===== src/rtl/imem_loader.sv =====
// Loads a host word stream into the single-port I-SRAM and holds the core in reset until the image is committed.
// Optional read-back checksum verification is enabled with the IMEM_CHECKSUM_EN macro.
module imem_loader #(
  parameter int DEPTH  = 816,
  parameter int ADDR_W = 10,
  parameter int LEN_W  = 11
) (
  input  logic              clk,
  input  logic              reset,
  input  logic              load_start_i,
  input  logic [ADDR_W-1:0] load_base_i,
  input  logic [LEN_W-1:0]  load_len_i,
  input  logic [31:0]       wdata_i,
  input  logic              wvalid_i,
  output logic              wready_o,
  output logic              sram_ceb_o,
  output logic              sram_web_o,
  output logic [ADDR_W-1:0] sram_addr_o,
  output logic [31:0]       sram_d_o,
  input  logic [31:0]       sram_q_i,
  output logic              core_resetn_o,
  output logic              busy_o,
  output logic              done_o,
  output logic              error_o,
  output logic [LEN_W-1:0]  words_loaded_o
`ifdef IMEM_CHECKSUM_EN
  ,
  input  logic [31:0]       checksum_i
`endif
);

`ifdef IMEM_CHECKSUM_EN
  typedef enum logic [2:0] {IDLE, LOAD, FLUSH, VERIFY, DONE, ERROR} state_t;
`else
  typedef enum logic [2:0] {IDLE, LOAD, FLUSH, DONE, ERROR} state_t;
`endif

  state_t            state_q, state_d;
  logic              wready_q, wready_d;
  logic              ceb_q, ceb_d;
  logic              web_q, web_d;
  logic [ADDR_W-1:0] addr_q, addr_d;
  logic [31:0]       data_q, data_d;
  logic              core_resetn_q, core_resetn_d;
  logic              busy_q, busy_d;
  logic              done_q, done_d;
  logic              error_q, error_d;
  logic [LEN_W-1:0]  cnt_q, cnt_d;
  logic [ADDR_W-1:0] base_q, base_d;
  logic [LEN_W-1:0]  len_q, len_d;

`ifdef IMEM_CHECKSUM_EN
  logic [LEN_W-1:0]  vcnt_q, vcnt_d;
  logic [31:0]       sum_q, sum_d;
  logic              rvalid_q, rvalid_d;
  logic [31:0]       chk_q, chk_d;
  logic [31:0]       sum_next;
  assign sum_next = sum_q + sram_q_i;
`else
  logic unused_sram_q;
  assign unused_sram_q = ^sram_q_i;
`endif

  // End address is formed one bit wider than the length so base+len cannot overflow.
  logic [LEN_W:0] end_addr;
  logic           start_bad;
  assign end_addr  = {{(LEN_W+1-ADDR_W){1'b0}}, load_base_i} + {1'b0, load_len_i};
  assign start_bad = (load_len_i == '0) || (end_addr > (LEN_W+1)'(DEPTH));

  always_comb begin
    state_d       = state_q;
    wready_d      = wready_q;
    ceb_d         = 1'b1;
    web_d         = 1'b1;
    addr_d        = addr_q;
    data_d        = data_q;
    core_resetn_d = core_resetn_q;
    busy_d        = busy_q;
    done_d        = done_q;
    error_d       = error_q;
    cnt_d         = cnt_q;
    base_d        = base_q;
    len_d         = len_q;
`ifdef IMEM_CHECKSUM_EN
    vcnt_d        = vcnt_q;
    sum_d         = sum_q;
    rvalid_d      = 1'b0;
    chk_d         = chk_q;
`endif

    case (state_q)
      IDLE, DONE, ERROR: begin
        if (load_start_i) begin
          core_resetn_d = 1'b0;
          done_d        = 1'b0;
          if (start_bad) begin
            state_d  = ERROR;
            error_d  = 1'b1;
            busy_d   = 1'b0;
            wready_d = 1'b0;
          end else begin
            state_d  = LOAD;
            error_d  = 1'b0;
            busy_d   = 1'b1;
            wready_d = 1'b1;
            cnt_d    = '0;
            base_d   = load_base_i;
            len_d    = load_len_i;
`ifdef IMEM_CHECKSUM_EN
            chk_d    = checksum_i;
`endif
          end
        end
      end

      LOAD: begin
        if (wvalid_i && wready_q) begin
          ceb_d  = 1'b0;
          web_d  = 1'b0;
          addr_d = base_q + cnt_q[ADDR_W-1:0];
          data_d = wdata_i;
          cnt_d  = cnt_q + LEN_W'(1);
          if (cnt_q + LEN_W'(1) == len_q) begin
            wready_d = 1'b0;
            state_d  = FLUSH;
          end
        end
      end

      FLUSH: begin
`ifdef IMEM_CHECKSUM_EN
        state_d = VERIFY;
        ceb_d   = 1'b0;
        addr_d  = base_q;
        vcnt_d  = LEN_W'(1);
        sum_d   = '0;
`else
        state_d       = DONE;
        busy_d        = 1'b0;
        done_d        = 1'b1;
        core_resetn_d = 1'b1;
`endif
      end

`ifdef IMEM_CHECKSUM_EN
      VERIFY: begin
        // A read presented this cycle returns data next cycle.
        rvalid_d = !ceb_q;
        if (rvalid_q) begin
          sum_d = sum_next;
        end
        if (vcnt_q < len_q) begin
          ceb_d  = 1'b0;
          addr_d = base_q + vcnt_q[ADDR_W-1:0];
          vcnt_d = vcnt_q + LEN_W'(1);
        end else if (ceb_q && rvalid_q) begin
          busy_d = 1'b0;
          if (sum_next == chk_q) begin
            state_d       = DONE;
            done_d        = 1'b1;
            core_resetn_d = 1'b1;
          end else begin
            state_d = ERROR;
            error_d = 1'b1;
          end
        end
      end
`endif

      default: state_d = IDLE;
    endcase
  end

  always_ff @(posedge clk) begin
    if (reset) begin
      state_q       <= IDLE;
      wready_q      <= 1'b0;
      ceb_q         <= 1'b1;
      web_q         <= 1'b1;
      addr_q        <= '0;
      data_q        <= '0;
      core_resetn_q <= 1'b0;
      busy_q        <= 1'b0;
      done_q        <= 1'b0;
      error_q       <= 1'b0;
      cnt_q         <= '0;
      base_q        <= '0;
      len_q         <= '0;
`ifdef IMEM_CHECKSUM_EN
      vcnt_q        <= '0;
      sum_q         <= '0;
      rvalid_q      <= 1'b0;
      chk_q         <= '0;
`endif
    end else begin
      state_q       <= state_d;
      wready_q      <= wready_d;
      ceb_q         <= ceb_d;
      web_q         <= web_d;
      addr_q        <= addr_d;
      data_q        <= data_d;
      core_resetn_q <= core_resetn_d;
      busy_q        <= busy_d;
      done_q        <= done_d;
      error_q       <= error_d;
      cnt_q         <= cnt_d;
      base_q        <= base_d;
      len_q         <= len_d;
`ifdef IMEM_CHECKSUM_EN
      vcnt_q        <= vcnt_d;
      sum_q         <= sum_d;
      rvalid_q      <= rvalid_d;
      chk_q         <= chk_d;
`endif
    end
  end

  assign wready_o       = wready_q;
  assign sram_ceb_o     = ceb_q;
  assign sram_web_o     = web_q;
  assign sram_addr_o    = addr_q;
  assign sram_d_o       = data_q;
  assign core_resetn_o  = core_resetn_q;
  assign busy_o         = busy_q;
  assign done_o         = done_q;
  assign error_o        = error_q;
  assign words_loaded_o = cnt_q;

endmodule


===== config.mk =====
export PLATFORM = sky130hd
export DESIGN_NAME = imem_loader
export DESIGN_NICKNAME = d
export VERILOG_FILES = /design/src/rtl/imem_loader.sv
export SDC_FILE = /design/constraint.sdc
export NUM_CORES = 1
export LEC_CHECK = 0
export ABC_AREA = 1
export CAP_MARGIN = 20
export CORE_UTILIZATION = 45
export CTS_CLUSTER_DIAMETER = 50
export DETAILED_ROUTE_END_ITERATION = 6
export PLACE_DENSITY = 0.87
export SLEW_MARGIN = 0
export SYNTH_ARGS = -nofsm -noshare
export SYNTH_HDL_FRONTEND = slang
export SYNTH_SLANG_ARGS = --single-unit
export TNS_END_PERCENT = 5

===== constraint.sdc =====
create_clock -name clk -period 6.9 [get_ports clk]
set_clock_uncertainty 0.1 [all_clocks]
set_input_delay 1.38 -clock clk [delete_from_list [all_inputs] [get_ports clk]]
set_output_delay 1.38 -clock clk [all_outputs]
set_load 0.05 [all_outputs]

==> key figures <==
Logic synthesis
  • Count leader, synth: nand2_1
  • Most frequent cells after synthesis: 196 x nand2_1, 178 x nor2_1, 82 x dfxtp_1, 81 x inv_1, 47 x o21ai_0
  • Post-Syn Nets: between 800 and 900
  • Main synth FF type: dfxtp_1
  • Synth async-reset ratio: 0%
  • Syn Inst Count: 753
  • Mapped Area: between 4000 and 5000 um2
  • Seq/Total Area, Yosys: about a third
  • Synth area leaders: dfxtp_1 35%, nand2_1 16%, nor2_1 14%
  • Synth area leader: dfxtp_1
  • Share of the synthesized area in the top cell type: about a third
  • Synth unique cells: 32
  • Number of synthesized register bits: 82
  • Syn_area_per_cell: 6.27 um2
  • Number of synthesized flops with an enable pin: 0
  • YS warnings: 0

CTS
  • Hold Buf Count CTS: 0
  • Post-CTS Setup Bufs: 0
  • Clock sinks: a little over 80
  • TritonCTS clock tree: yes
  • Clock tree root buffer cell: clkbuf_8
  • H-tree depth: 3
  • Worst skew pair latency: ~0.35 ns
  • TritonCTS Buffers: 9
  • Post-cts sizing count: 0
  • Clk buf depth: 2
  • Reg clk slew, reported paths: ~0.09 ns

Route
  • Drt pass-1 iters: 6
  • Post-route ant nets: 0
  • Vias per cell: slightly below 5
  • Wire length per cell: about 12 um
  • WL final: approximately 12000 um
  • Initial DRC count: between 300 and 400
  • DR vias: between 4000 and 5000
  • Drc violations: 0

Worst hold path
  • Worst Min Path Start: done_o$_SDFFE_PP0P_
  • Hold crit path type: register to register

Cells and area
  • Area grow syn2layout: 30.1%
  • Fin nets: about 970
  • Filler instances: 925
  • Utilization after layout: roughly 60%
  • Diode count: 0
  • Share of layout cells above drive strength 1: between 4 and 5%

Power
  • Tot Pwr: around 2000 uW
  • Power per cell area: around 330 nW/um2
  • Worst vdd ir: 0.204 mV
  • Pleak: 0.00300 uW

STA
  • Minimum clock period: 4.19 ns
  • Count of pins over their slew limit: 0
  • Setup Viol. Count Final: 0
  • FMAX: 239 MHz
  • Worst-Margin Slew: between 0.9 and 1 ns
  • Slew headroom: a little over a third
  • Final worst-path cycle share: between 60 and 70%
  • Final Hold Viols: 0
  • RSZ-0062 raised after global routing: false
  • Setup TNS: 0 ns

Die
  • Num rows: 37
  • I/O pin cnt: roughly 150
  • Die Ht: between 100 and 150 um
  • Core Area: ~10000 um2
  • Die ar.: around 11000 um2
  • Initial core utilization: about 46%
  • Die X: around 100 um

Critical path
  • CP Data Arrival Time: 4.34 ns
  • Origin of the critical flop-to-flop path: state_q[0]$_SDFFE_PP0P_
  • CP Launch Type: input pin
  • Crit path max fanout: 44
  • Required time of the critical path: about 7 ns
  • Cell Chain, Critical Path: clkdlybuf4s50_1 > ha_1 > inv_1 > fa_1 > inv_1 > nand4_1 > nand2_1 > nand2_1 > nand3_1 > nand2_1 > nor2_4 > nand4_4 > nor2_1 > nor2_1
  • Max stage delay on crit path: roughly 0.53 ns
  • Kind of critical path: input pin to register
  • Worst R2R Setup Slack: 3.77 ns
  • Critical Path Start: load_len_i[0]
  • Cell mode on critical path: nand2_1
  • Setup crit end kind: register
  • Slowest CP cell: clkdlybuf4s50_1

Global routing
  • Initial antenna violation count: 0
  • GRT overflow: 0
  • GRT Overall Usage: 23.5%
  • Global-route wire length before repair: roughly 21000 um
  • Pin count of the biggest net entering global routing: 52
  • Vias in the first global route: between 4000 and 5000

Status
  • Outcome: finished clean

Placed design
  • Gpl congestion: slightly above 0.9
  • DPL Wire Length: between 8000 and 9000 um
  • I/O Buffers: about 120

Job
  • # Max-Cap Violations: 0
[per-stage QoR]
| step | instances | setup slack, ns | hold WS (ns) | area (um2) |
|---|---|---|---|---|
| 2_1_floorplan | 753 | 3.59 | 0.393 | 4720 |
| 3_3_place_gp | 981 | 2.40 | 0.379 | 5940 |
| 3_5_place_dp | 981 | 2.37 | 0.390 | 5940 |
| 4_1_cts | 997 | 2.75 | 0.400 | 6140 |
| 5_1_grt | 997 | 2.50 | 0.420 | 6140 |
| 6_report | 997 | 2.71 | 0.397 | 6140 |
[registers in the layout, indices dropped and copies added, names as in the netlist]
name            cells
base_q             10
busy_o              1
done_o              1
error_o             1
len_q              11
sram_addr_o        10
sram_d_o           32
sram_web_o          1
state_q             3
words_loaded_o     11
wready_o            1
[worst paths after layout]
| kind | depth (start not counted) | to |
|---|---|---|
| setup / recovery | 14 | base_q[0]$_SDFFE_PP0P_ |
| hold / removal | 2 | done_o$_SDFFE_PP0P_ |
| setup reg to reg | 8 | sram_d_o[1]$_SDFFE_PP0P_ |
| hold reg to reg | 2 | done_o$_SDFFE_PP0P_ |
[cells in the final DEF (no fill, tap or decap)]
master	netlist	routed
nand2_1	196	196
nor2_1	178	177
clkdlybuf4s50_1	0	116
dfxtp_1	82	82
inv_1	81	80
o21ai_0	47	47
nand3_1	45	45
a21oi_1	20	20
ha_1	20	20
nand4_1	12	12
clkbuf_8	0	9
nor2_2	5	6
xor2_1	6	6
inv_2	4	5
a21oi_2	5	5
nor3_1	5	5
nand2_2	3	3
o211ai_1	3	3
clkinv_1	2	2
xnor2_1	2	2
fa_1	2	2
inv_6	0	2
buf_4	3	2
o21bai_1	1	1
nand3b_1	1	1
nor2_4	1	1
a21o_1	1	1
o2111ai_1	1	1
or2_2	1	1
nand4_4	1	1
o31ai_1	1	1
o221ai_1	1	1
clkinv_2	0	1
clkbuf_1	14	1
clkinv_4	0	1
bufinv_16	0	1
inv_8	0	1
[kinds of logic after synthesis]
logic type	after synthesis	synth area share, %
buffers and inverters	113	9.59
adders and majority gates	22	6.15
DFF	82	34.8
xor gates and xnor gates	8	1.48
and+or+nand+nor	448	38.7
AOI/OAI and AO/OA	80	9.35
[worst max-delay path: cells and delay by family]
kind,cells,cell delay (ns)
and+or+nand+nor,9,1.54
buffers and inverters,3,0.70
adders and majority gates,2,0.69
[layer usage]
layer	wire length, um	up-vias	GRT usage [%]	share of wire (%)
met1	5530	2189	29.5	45
met2	5610	149	39.0	46
met4	237	0	7.76	1.9
li1	-	2560	-	-
met3	794	19	6.02	6.5
met5	0	-	0	0
[area by class of cell]
| class | instances | area, um2 | area share, % |
|---|---|---|---|
| inverter | 87 | 327 | 5.31 |
| multi-input combinational | 558 | 2630 | 42.8 |
| clock buffer | 10 | 128 | 2.08 |
| sequential | 82 | 1640 | 26.7 |
| timing repair buffer | 118 | 1180 | 19.1 |
| tap | 136 | 170 | 2.77 |
| clock inverter | 6 | 72.6 | 1.18 |
[power by group]
part | internal (uW) | leakage [uW] | switching (uW)
logic | 338 | 0.00223 | 644
registers | 557 | 0.000667 | 102
clock network | 173 | 0.000103 | 186
total | 1070 | 0.00300 | 932
No activity file was read; power rests on OpenSTA's default activity.
